**src/rtl/control_unit_pkg.sv**
```systemverilog
// Shared definitions for the instruction sequencer: FSM states, opcodes, ALU selects.
package StateDefs;

    typedef enum logic [3:0] {
        Init, Fetch, Decode, NoOp, Load_A, Load_B, Store, Add, Sub, Halt
    } State;

    localparam logic [3:0] OP_NOOP  = 4'h0;
    localparam logic [3:0] OP_STORE = 4'h1;
    localparam logic [3:0] OP_LOAD  = 4'h2;
    localparam logic [3:0] OP_ADD   = 4'h3;
    localparam logic [3:0] OP_SUB   = 4'h4;
    localparam logic [3:0] OP_HALT  = 4'h5;

    localparam logic [2:0] ALU_IDLE = 3'd0;
    localparam logic [2:0] ALU_ADD  = 3'd1;
    localparam logic [2:0] ALU_SUB  = 3'd2;

    function automatic string state_to_string(State s);
        return s.name();
    endfunction

endpackage

```
**src/rtl/control_unit_if.sv**
```systemverilog
// Datapath control bundle: the sequencer is master, the data memory / register file / ALU are slaves.
interface control_unit_if;
    logic       D_Wr;
    logic       RF_s;
    logic       RF_W_en;
    logic [7:0] D_Addr;
    logic [3:0] RF_W_Addr;
    logic [3:0] RF_Ra_Addr;
    logic [3:0] RF_Rb_Addr;
    logic [2:0] ALU_s0;

    modport master (output D_Wr, RF_s, RF_W_en, D_Addr, RF_W_Addr, RF_Ra_Addr, RF_Rb_Addr, ALU_s0);
    modport slave  (input  D_Wr, RF_s, RF_W_en, D_Addr, RF_W_Addr, RF_Ra_Addr, RF_Rb_Addr, ALU_s0);
endinterface

```
**src/rtl/control_unit_fetch.sv**
```systemverilog
// Fetch path: program counter, registered-address instruction ROM and instruction register.
module PC (
    input  logic       Clk,
    input  logic       Reset,
    input  logic       Clr,
    input  logic       Up,
    output logic [6:0] Addr
);
    // Clear outranks increment; 127 + 1 wraps naturally in 7 bits.
    always_ff @(posedge Clk) begin
        if (Reset || Clr) Addr <= '0;
        else if (Up)      Addr <= Addr + 7'd1;
    end
endmodule

module InstMemory #(
    parameter logic [15:0] INIT [128] = '{default: 16'h0000}
) (
    input  logic [6:0]  Addr,
    input  logic        Clk,
    output logic [15:0] q
);
    // Contents are fixed when the parent elaborates; address is sampled every edge.
    always_ff @(posedge Clk) q <= INIT[Addr];
endmodule

module IR (
    input  logic        Clk,
    input  logic        Reset,
    input  logic        ld,
    input  logic [15:0] d,
    output logic [15:0] q
);
    always_ff @(posedge Clk) begin
        if (Reset)   q <= '0;
        else if (ld) q <= d;
    end
endmodule

```
**src/rtl/control_unit_fsm.sv**
```systemverilog
// Sequencing FSM: decodes the IR and drives PC/IR strobes and the datapath controls.
module StateMachine
    import StateDefs::*;
(
    input  logic        Clk,
    input  logic        Reset,
    input  logic [15:0] Instr,
    output State        OutState,
    output State        NextState,
    output logic        PC_clr,
    output logic        PC_up,
    output logic        IR_ld,
    control_unit_if.master bus
);

    always_ff @(posedge Clk) begin
        if (Reset) OutState <= Init;
        else       OutState <= NextState;
    end

    always_comb begin
        NextState = Init;
        case (OutState)
            Init:   NextState = Fetch;
            Fetch:  NextState = Decode;
            Decode: begin
                case (Instr[15:12])
                    OP_STORE: NextState = Store;
                    OP_LOAD:  NextState = Load_A;
                    OP_ADD:   NextState = Add;
                    OP_SUB:   NextState = Sub;
                    OP_HALT:  NextState = Halt;
                    default:  NextState = NoOp;
                endcase
            end
            Load_A:                         NextState = Load_B;
            NoOp, Load_B, Store, Add, Sub:  NextState = Fetch;
            Halt:                           NextState = Halt;
            default:                        NextState = Init;
        endcase
    end

    always_comb begin
        PC_clr         = 1'b0;
        PC_up          = 1'b0;
        IR_ld          = 1'b0;
        bus.D_Wr       = 1'b0;
        bus.RF_s       = 1'b0;
        bus.RF_W_en    = 1'b0;
        bus.D_Addr     = '0;
        bus.RF_W_Addr  = '0;
        bus.RF_Ra_Addr = '0;
        bus.RF_Rb_Addr = '0;
        bus.ALU_s0     = ALU_IDLE;
        case (OutState)
            Init: PC_clr = 1'b1;
            Fetch: begin
                IR_ld = 1'b1;
                PC_up = 1'b1;
            end
            // Load spans two cycles so the data memory read settles before the write.
            Load_A, Load_B: begin
                bus.D_Addr    = Instr[11:4];
                bus.RF_s      = 1'b1;
                bus.RF_W_Addr = Instr[3:0];
                bus.RF_W_en   = (OutState == Load_B);
            end
            Store: begin
                bus.D_Addr     = Instr[7:0];
                bus.RF_Ra_Addr = Instr[11:8];
                bus.D_Wr       = 1'b1;
            end
            Add, Sub: begin
                bus.RF_Ra_Addr = Instr[11:8];
                bus.RF_Rb_Addr = Instr[7:4];
                bus.RF_W_Addr  = Instr[3:0];
                bus.RF_W_en    = 1'b1;
                bus.ALU_s0     = (OutState == Sub) ? ALU_SUB : ALU_ADD;
            end
            default: ;
        endcase
    end

endmodule

```
**src/rtl/control_unit.sv**
```systemverilog
// Top of the instruction-fetch/sequencing core; wires PC, ROM, IR and the FSM together.
module control_unit
    import StateDefs::*;
#(
    parameter logic [15:0] ROM_INIT [128] = '{default: 16'h0000}
) (
    input  logic        Clk,
    input  logic        Reset,
    control_unit_if.master dp,
    output State        OutState,
    output State        NextState,
    output logic [15:0] IR_Out,
    output logic [6:0]  PC_Out
);

    logic        pc_clr, pc_up, ir_ld;
    logic [15:0] rom_q;

    PC u_pc (.Clk(Clk), .Reset(Reset), .Clr(pc_clr), .Up(pc_up), .Addr(PC_Out));

    InstMemory #(.INIT(ROM_INIT)) u_rom (.Addr(PC_Out), .Clk(Clk), .q(rom_q));

    IR u_ir (.Clk(Clk), .Reset(Reset), .ld(ir_ld), .d(rom_q), .q(IR_Out));

    StateMachine u_sm (
        .Clk(Clk), .Reset(Reset), .Instr(IR_Out),
        .OutState(OutState), .NextState(NextState),
        .PC_clr(pc_clr), .PC_up(pc_up), .IR_ld(ir_ld),
        .bus(dp)
    );

endmodule

```
**src/flat_wrapper.sv**
```systemverilog
// flat-port wrapper written by rule: the top's interface ports become plain ports
module control_unit_flat import StateDefs::*;
#(
    parameter logic [15:0] ROM_INIT [128] = '{default: 16'h0000}
)
  (Clk, Reset, OutState, NextState, IR_Out, PC_Out, dp_D_Wr, dp_RF_s, dp_RF_W_en, dp_D_Addr, dp_RF_W_Addr, dp_RF_Ra_Addr, dp_RF_Rb_Addr, dp_ALU_s0);
  control_unit_if dp_i ();
  input  logic Clk;
  input  logic Reset;
  output State OutState;
  output State NextState;
  output logic [15:0] IR_Out;
  output logic [6:0] PC_Out;
  output wire logic [$bits(dp_i.D_Wr)-1:0] dp_D_Wr;
  output wire logic [$bits(dp_i.RF_s)-1:0] dp_RF_s;
  output wire logic [$bits(dp_i.RF_W_en)-1:0] dp_RF_W_en;
  output wire logic [$bits(dp_i.D_Addr)-1:0] dp_D_Addr;
  output wire logic [$bits(dp_i.RF_W_Addr)-1:0] dp_RF_W_Addr;
  output wire logic [$bits(dp_i.RF_Ra_Addr)-1:0] dp_RF_Ra_Addr;
  output wire logic [$bits(dp_i.RF_Rb_Addr)-1:0] dp_RF_Rb_Addr;
  output wire logic [$bits(dp_i.ALU_s0)-1:0] dp_ALU_s0;
  assign dp_D_Wr = dp_i.D_Wr;
  assign dp_RF_s = dp_i.RF_s;
  assign dp_RF_W_en = dp_i.RF_W_en;
  assign dp_D_Addr = dp_i.D_Addr;
  assign dp_RF_W_Addr = dp_i.RF_W_Addr;
  assign dp_RF_Ra_Addr = dp_i.RF_Ra_Addr;
  assign dp_RF_Rb_Addr = dp_i.RF_Rb_Addr;
  assign dp_ALU_s0 = dp_i.ALU_s0;
  control_unit #(.ROM_INIT(ROM_INIT)) u_core (.Clk(Clk), .Reset(Reset), .dp(dp_i), .OutState(OutState), .NextState(NextState), .IR_Out(IR_Out), .PC_Out(PC_Out));
endmodule
```
**config.mk**
```make
export PLATFORM = sky130hd
export DESIGN_NAME = control_unit_flat
export DESIGN_NICKNAME = d
export VERILOG_FILES = /design/src/rtl/control_unit_pkg.sv /design/src/rtl/control_unit_if.sv /design/src/rtl/control_unit_fetch.sv /design/src/rtl/control_unit_fsm.sv /design/src/rtl/control_unit.sv /design/src/flat_wrapper.sv
export SDC_FILE = /design/constraint.sdc
export NUM_CORES = 1
export LEC_CHECK = 0
export CAP_MARGIN = 20
export CORE_MARGIN = 4
export CORE_UTILIZATION = 30
export DETAILED_ROUTE_END_ITERATION = 7
export HOLD_SLACK_MARGIN = 0.1
export MAX_ROUTING_LAYER = met4
export PLACE_DENSITY = 0.72
export SYNTH_ARGS = -nofsm -noshare
export SYNTH_HDL_FRONTEND = slang
export SYNTH_SLANG_ARGS = --single-unit
```
**constraint.sdc**
```tcl
create_clock -name Clk -period 4.05 [get_ports Clk]
set_input_delay 0.81 -clock Clk [delete_from_list [all_inputs] [get_ports Clk]]
set_output_delay 0.81 -clock Clk [all_outputs]
set_load 0.005 [all_outputs]
```
==> results of run 1 <==
-- power by group --
part	switching, mW	internal (mW)
clock	0.0401	0.0381
sequential	0.00858	0.112
combinational	0.0243	0.0217
total	0.0729	0.172
-- through the flow --
step	setup WS, ns	utilization [%]
2_1_floorplan	1.99	-
3_3_place_gp	1.56	35.4
3_5_place_dp	1.51	35.4
4_1_cts	1.20	36.5
5_1_grt	1.12	36.7
6_report	1.21	36.7
-- cells in the mapped netlist (3+ instances only) --
library cell	instances	share of area [%]
nor2b_1	3	2.3
or3_1	3	2.3
dfxtp_1	11	27
o21ai_0	4	2.5
nor2_1	4	1.9
nor3_1	3	1.9
buf_4	38	35
nand2_1	3	1.4
a21oi_1	5	3.1
-- cell type report --
class | count | area, sq um
clock buffers | 4 | 26.3
fillers | 275 | 1600
inverters | 2 | 7.51
multi-input cells | 82 | 418
flip-flops and latches | 11 | 220
well taps | 30 | 37.5
repair buffers | 22 | 215
-- critical path: cells and delay by family, from the launching register on --
family	cells	cell delay, ns
buffers and inverters	1	0.44
and+or+nand+nor	2	0.79
DFF	1	0.54
-- worst paths after layout --
check	slack [ns]	endpoint	start	cells after the start
max	1.21	NextState[0]	u_core.u_sm.OutState[0]	3
min	0.50	u_core.u_pc.Addr[6]	u_core.u_pc.Addr[6]	2
max reg2reg	2.18	u_core.u_pc.Addr[6]	u_core.u_sm.OutState[0]	3
min reg2reg	0.50	u_core.u_pc.Addr[6]	u_core.u_pc.Addr[6]	2
-- logic make-up after synthesis --
group           Yosys count
buf+inv                  42
simple gates             28
compound gates           13
flops                    11
xor+xnor                  2
fa+ha+maj                 1
other cells               1
mux                       1
-- registers in the layout, indices dropped and copies added, names as in the netlist --
name	flops
u_core.u_pc.Addr	7
u_core.u_sm.OutState	4
-- layer usage --
metal | share of wire (%) | global-route usage, % | vias to the layer above
li1 | - | - | 302
met5 | 0 | - | -
met4 | 0 | 5.06 | 0
met1 | 38 | 10.2 | 276
met3 | 9.9 | 2.81 | 0
met2 | 52 | 14.5 | 34
==> impl_metrics.env, run 1 <==
export IMPL_nets=125
export IMPL_die_h_um=60.0
export IMPL_ys_warn_count=0
export IMPL_worstSetupPathType="reg -> out"
export IMPL_fin_crit_ns=2.84
export IMPL_initial_core_util_pct=32.1
export IMPL_synth_compound_area_share_pct=9.41
export IMPL_grt_max_degree=14
export IMPL_synth_edf_count=0
export IMPL_fin_crit_sh_pct=70.0
export IMPL_max_cap_violations=0
export IMPL_synthAdderAreaFrac_pct=1.54
export IMPL_layout_commonest_cell="conb_1"
export IMPL_htreeDepth=1
export IMPL_overflow=0
export IMPL_arrival_ns=2.03
export IMPL_design_area_sq_um=925
export IMPL_ys_ff_latch=11
export IMPL_rsz0062_at_grt="false"
export IMPL_power_density_nw_per_um2=264
export IMPL_avgRoutedWirePerCell_um=10.8
export IMPL_slew_violations=0
export IMPL_avgSynthCellArea_sq_um=8.19
export IMPL_crit_path_end_kind="output port"
export IMPL_cts_resized=0
export IMPL_slew_headroom_pct=62.7
export IMPL_max_stage_delay_ns=0.60
export IMPL_fp_coreArea_sq_um=2520
export IMPL_instances_no_fill=151
export IMPL_outcome="finished clean"
export IMPL_ys_flop_type="dfxtp_1"
export IMPL_layout_drive_gt1_share_pct=4.13
export IMPL_hold_class="reg -> reg"
export IMPL_final_hold_viol_count=0
export IMPL_crit_path_max_fanout=13
export IMPL_syn_inst=99
export IMPL_root_buffer="clkbuf_4"
export IMPL_fp_dieW_um=60.0
export IMPL_areaGrowthSynthToFinish_pct=14.0
export IMPL_leakage_nw=0.393
export IMPL_track_usage_pct=9.18
export IMPL_synth_xor_area_share_pct=2.16
export IMPL_dr_pass1_iters=4
export IMPL_slowest_stage="or4b_4"
export IMPL_antenna_cells=0
export IMPL_ir_worst_vdd_v=0.000174
export IMPL_netlist_area_sq_um=811
export IMPL_dr_first_iter_drc_count=14
export IMPL_first_global_vias=554
export IMPL_seq_area_frac_synth_pct=27.2
export IMPL_cp_required_ns=3.24
export IMPL_worstPathCellList="or4b_4, and2_1, clkdlybuf4s50_1"
export IMPL_drc=0
export IMPL_yosys_area_share_simple_pct=20.1
export IMPL_holdWs_ns=0.501
export IMPL_dp_hpwl_mm=1.29
export IMPL_skew_ns=0.00200
export IMPL_post_cts_repair_setup_buffers=0
export IMPL_placementRows=18
export IMPL_synth_top_family_by_area="buffers and inverters"
export IMPL_io_pins=59
export IMPL_tns_ns=0
export IMPL_synth_area_mux_share_pct=1.23
export IMPL_clk_latency_ns=0.27
export IMPL_setup_viol=0
export IMPL_clockBufferDepth=2
export IMPL_die_area_sq_um=3600
export IMPL_antenna_left=0
export IMPL_cts_tree="built"
export IMPL_max_freq_ghz=0.353
export IMPL_io_buffer_count=21
export IMPL_postCtsHoldBufs=0
export IMPL_final_cell_mix="conb_1, clkdlybuf4s50_1, dfxtp_1"
export IMPL_grt_pass1_wl_mm=2.37
export IMPL_place_congestion=0.796
export IMPL_routed_wl_mm=1.63
export IMPL_dpl_cell_count=146
export IMPL_cts_sinks=11
export IMPL_via_count=612
export IMPL_synth_cell_types=28
export IMPL_startpoint_type="flop"
export IMPL_async_flop_share_pct=0
export IMPL_cts_buffers=3
export IMPL_placed_cell_area_sq_um=893
export IMPL_antenna_found_initial=0
export IMPL_cts_clk_slew_worst_paths_ns=0.08
export IMPL_worst_pin_slew_ns=0.552
export IMPL_viasPerCell=4.05
export IMPL_total_power_uw=245
(Power assumes the default switching activity.)
==> run 2, diff against run 1 <==
==> constraint.sdc (replaced) <==
create_clock -name Clk -period 2.8 [get_ports Clk]
set_input_delay 0.56 -clock Clk [delete_from_list [all_inputs] [get_ports Clk]]
set_output_delay 0.56 -clock Clk [all_outputs]
set_load 0.005 [all_outputs]
==> run 2 against run 1 <==
Power up 45%. Clock skew shrank 0.00080 ns. First-iteration DRC count fell by 43%. Sequential cell count unchanged. Count of clock-buffer cells in the layout did not move. Worst hold slack lost 0.019 ns. Sequential share of layout area fell by 0.064 points. Die area unchanged. Via count decreased by 0.16%. Critical path depth stayed put. Combinational power up 44%. Non-clock buffer count stayed put.
==> impl_metrics.env, run 2 (synthesis gave the netlist of run 1 again) <==
export IMPL_final_cell_mix="conb_1, clkdlybuf4s50_1, dfxtp_1"
export IMPL_cts_clk_slew_worst_paths_ns=0.07
export IMPL_top_register="u_core.u_pc.Addr"
export IMPL_ir_worst_vdd_v=0.000282
export IMPL_instances_no_fill=151
export IMPL_cts_resized=0
export IMPL_fp_coreArea_sq_um=2520
export IMPL_fin_crit_sh_pct=92.5
export IMPL_timing_rr_start="u_core.u_sm.OutState[0]"
export IMPL_die_area_sq_um=3600
export IMPL_grt_max_degree=14
export IMPL_leakage_nw=0.393
export IMPL_hold_class="reg -> reg"
export IMPL_power_density_nw_per_um2=381
export IMPL_antenna_cells=0
export IMPL_placementRows=18
export IMPL_skew_ns=0.00120
export IMPL_arrival_ns=2.03
export IMPL_max_freq_ghz=0.386
export IMPL_place_congestion=0.805
export IMPL_areaGrowthSynthToFinish_pct=14.4
export IMPL_track_usage_pct=8.96
export IMPL_die_h_um=60.0
export IMPL_worstSetupPathType="reg -> out"
export IMPL_crit_path_max_fanout=13
export IMPL_reg_largest_list="u_core.u_pc.Addr (7), u_core.u_sm.OutState (4)"
export IMPL_rsz0062_at_grt="false"
export IMPL_drc=0
export IMPL_io_buffer_count=21
export IMPL_htreeDepth=1
export IMPL_via_count=611
export IMPL_avgRoutedWirePerCell_um=10.2
export IMPL_slowest_stage="or4b_4"
export IMPL_post_cts_repair_setup_buffers=0
export IMPL_dr_pass1_iters=4
export IMPL_fillers=263
export IMPL_max_cap_violations=0
export IMPL_tns_ns=0
export IMPL_grt_pass1_wl_mm=2.32
export IMPL_antenna_found_initial=0
export IMPL_layout_drive_gt1_share_pct=4.13
export IMPL_overflow=0
export IMPL_setup_viol=0
export IMPL_final_hold_viol_count=0
export IMPL_root_buffer="clkbuf_4"
export IMPL_cts_tree="built"
export IMPL_postCtsHoldBufs=0
export IMPL_nets=125
export IMPL_worstPathCellList="or4b_4, and2_1, clkdlybuf4s50_1"
export IMPL_slew_violations=0
export IMPL_cts_sinks=11
export IMPL_dr_first_iter_drc_count=8
export IMPL_dpl_cell_count=147
export IMPL_cts_buffers=3
export IMPL_hp_start="u_core.u_pc.Addr[6]"
export IMPL_io_pins=59
export IMPL_viasPerCell=4.05
export IMPL_max_stage_delay_ns=0.60
export IMPL_cp_required_ns=2.24
export IMPL_first_global_vias=529
export IMPL_dp_hpwl_mm=1.26
export IMPL_layout_commonest_cell="conb_1"
export IMPL_startpoint="u_core.u_sm.OutState[0]"
export IMPL_startpoint_type="flop"
export IMPL_clockBufferDepth=2
export IMPL_fp_dieW_um=60.0
export IMPL_fin_crit_ns=2.59
export IMPL_largest_reg_flops=7
export IMPL_routed_wl_mm=1.55
export IMPL_crit_path_end_kind="output port"
export IMPL_initial_core_util_pct=32.1
export IMPL_antenna_left=0
export IMPL_clk_latency_ns=0.27
export IMPL_outcome="finished clean"
==> run 2: power breakdown <==
group	internal, mW	leakage [nW]	switching [mW]	total [mW]
Clock	0.0552	0.0150	0.0582	0.113
Sequential	0.162	0.0893	0.0122	0.174
Combinational	0.0324	0.289	0.0339	0.0664
==> run 2: metal layers <==
layer	track usage, %	vias up	share of wire (%)	wire [um]
met1	9.08	269	37	573
li1	-	304	-	-
met3	3.46	4	11	165
met2	14.8	34	51	782
met5	-	-	0	0
met4	4.75	0	1.6	24
==> run 2: final cells by class <==
cell class                      instances  area (sq um)  area share (%)
Multi-Input combinational cell         82           418            45.1
Sequential cell                        11           220            23.8
Timing Repair Buffer                   22           218            23.5
Tap cell                               30          37.5            4.05
Clock buffer                            4          26.3            2.83
Inverter                                2          7.51           0.810
==> run 2: final timing paths <==
kind,to,slack [ns],cells after the start
worst max-delay path,NextState[0],0.21,3
worst min-delay path,u_core.u_pc.Addr[6],0.48,2
worst max register to register,u_core.u_pc.Addr[5],0.92,3
worst min register to register,u_core.u_pc.Addr[6],0.48,2
==> run 2: worst max-delay path: cells and delay by family, from the launching register on <==
kind,cells,cell delay [ns]
and+or+nand+nor,2,0.78
DFF,1,0.54
buffers and inverters,1,0.44
==> run 2: through the flow <==
step	cell area, sq um	setup slack, ns	hold WS, ns	util (%)	power (mW)
floorplan	946	0.989	0.468	-	0.255
global placement	901	0.557	0.470	35.7	0.241
detailed placement	901	0.505	0.472	35.7	0.244
CTS	927	0.195	0.483	36.8	0.358
global route	927	0.102	0.502	36.8	0.375
finish	927	0.211	0.482	36.8	0.354
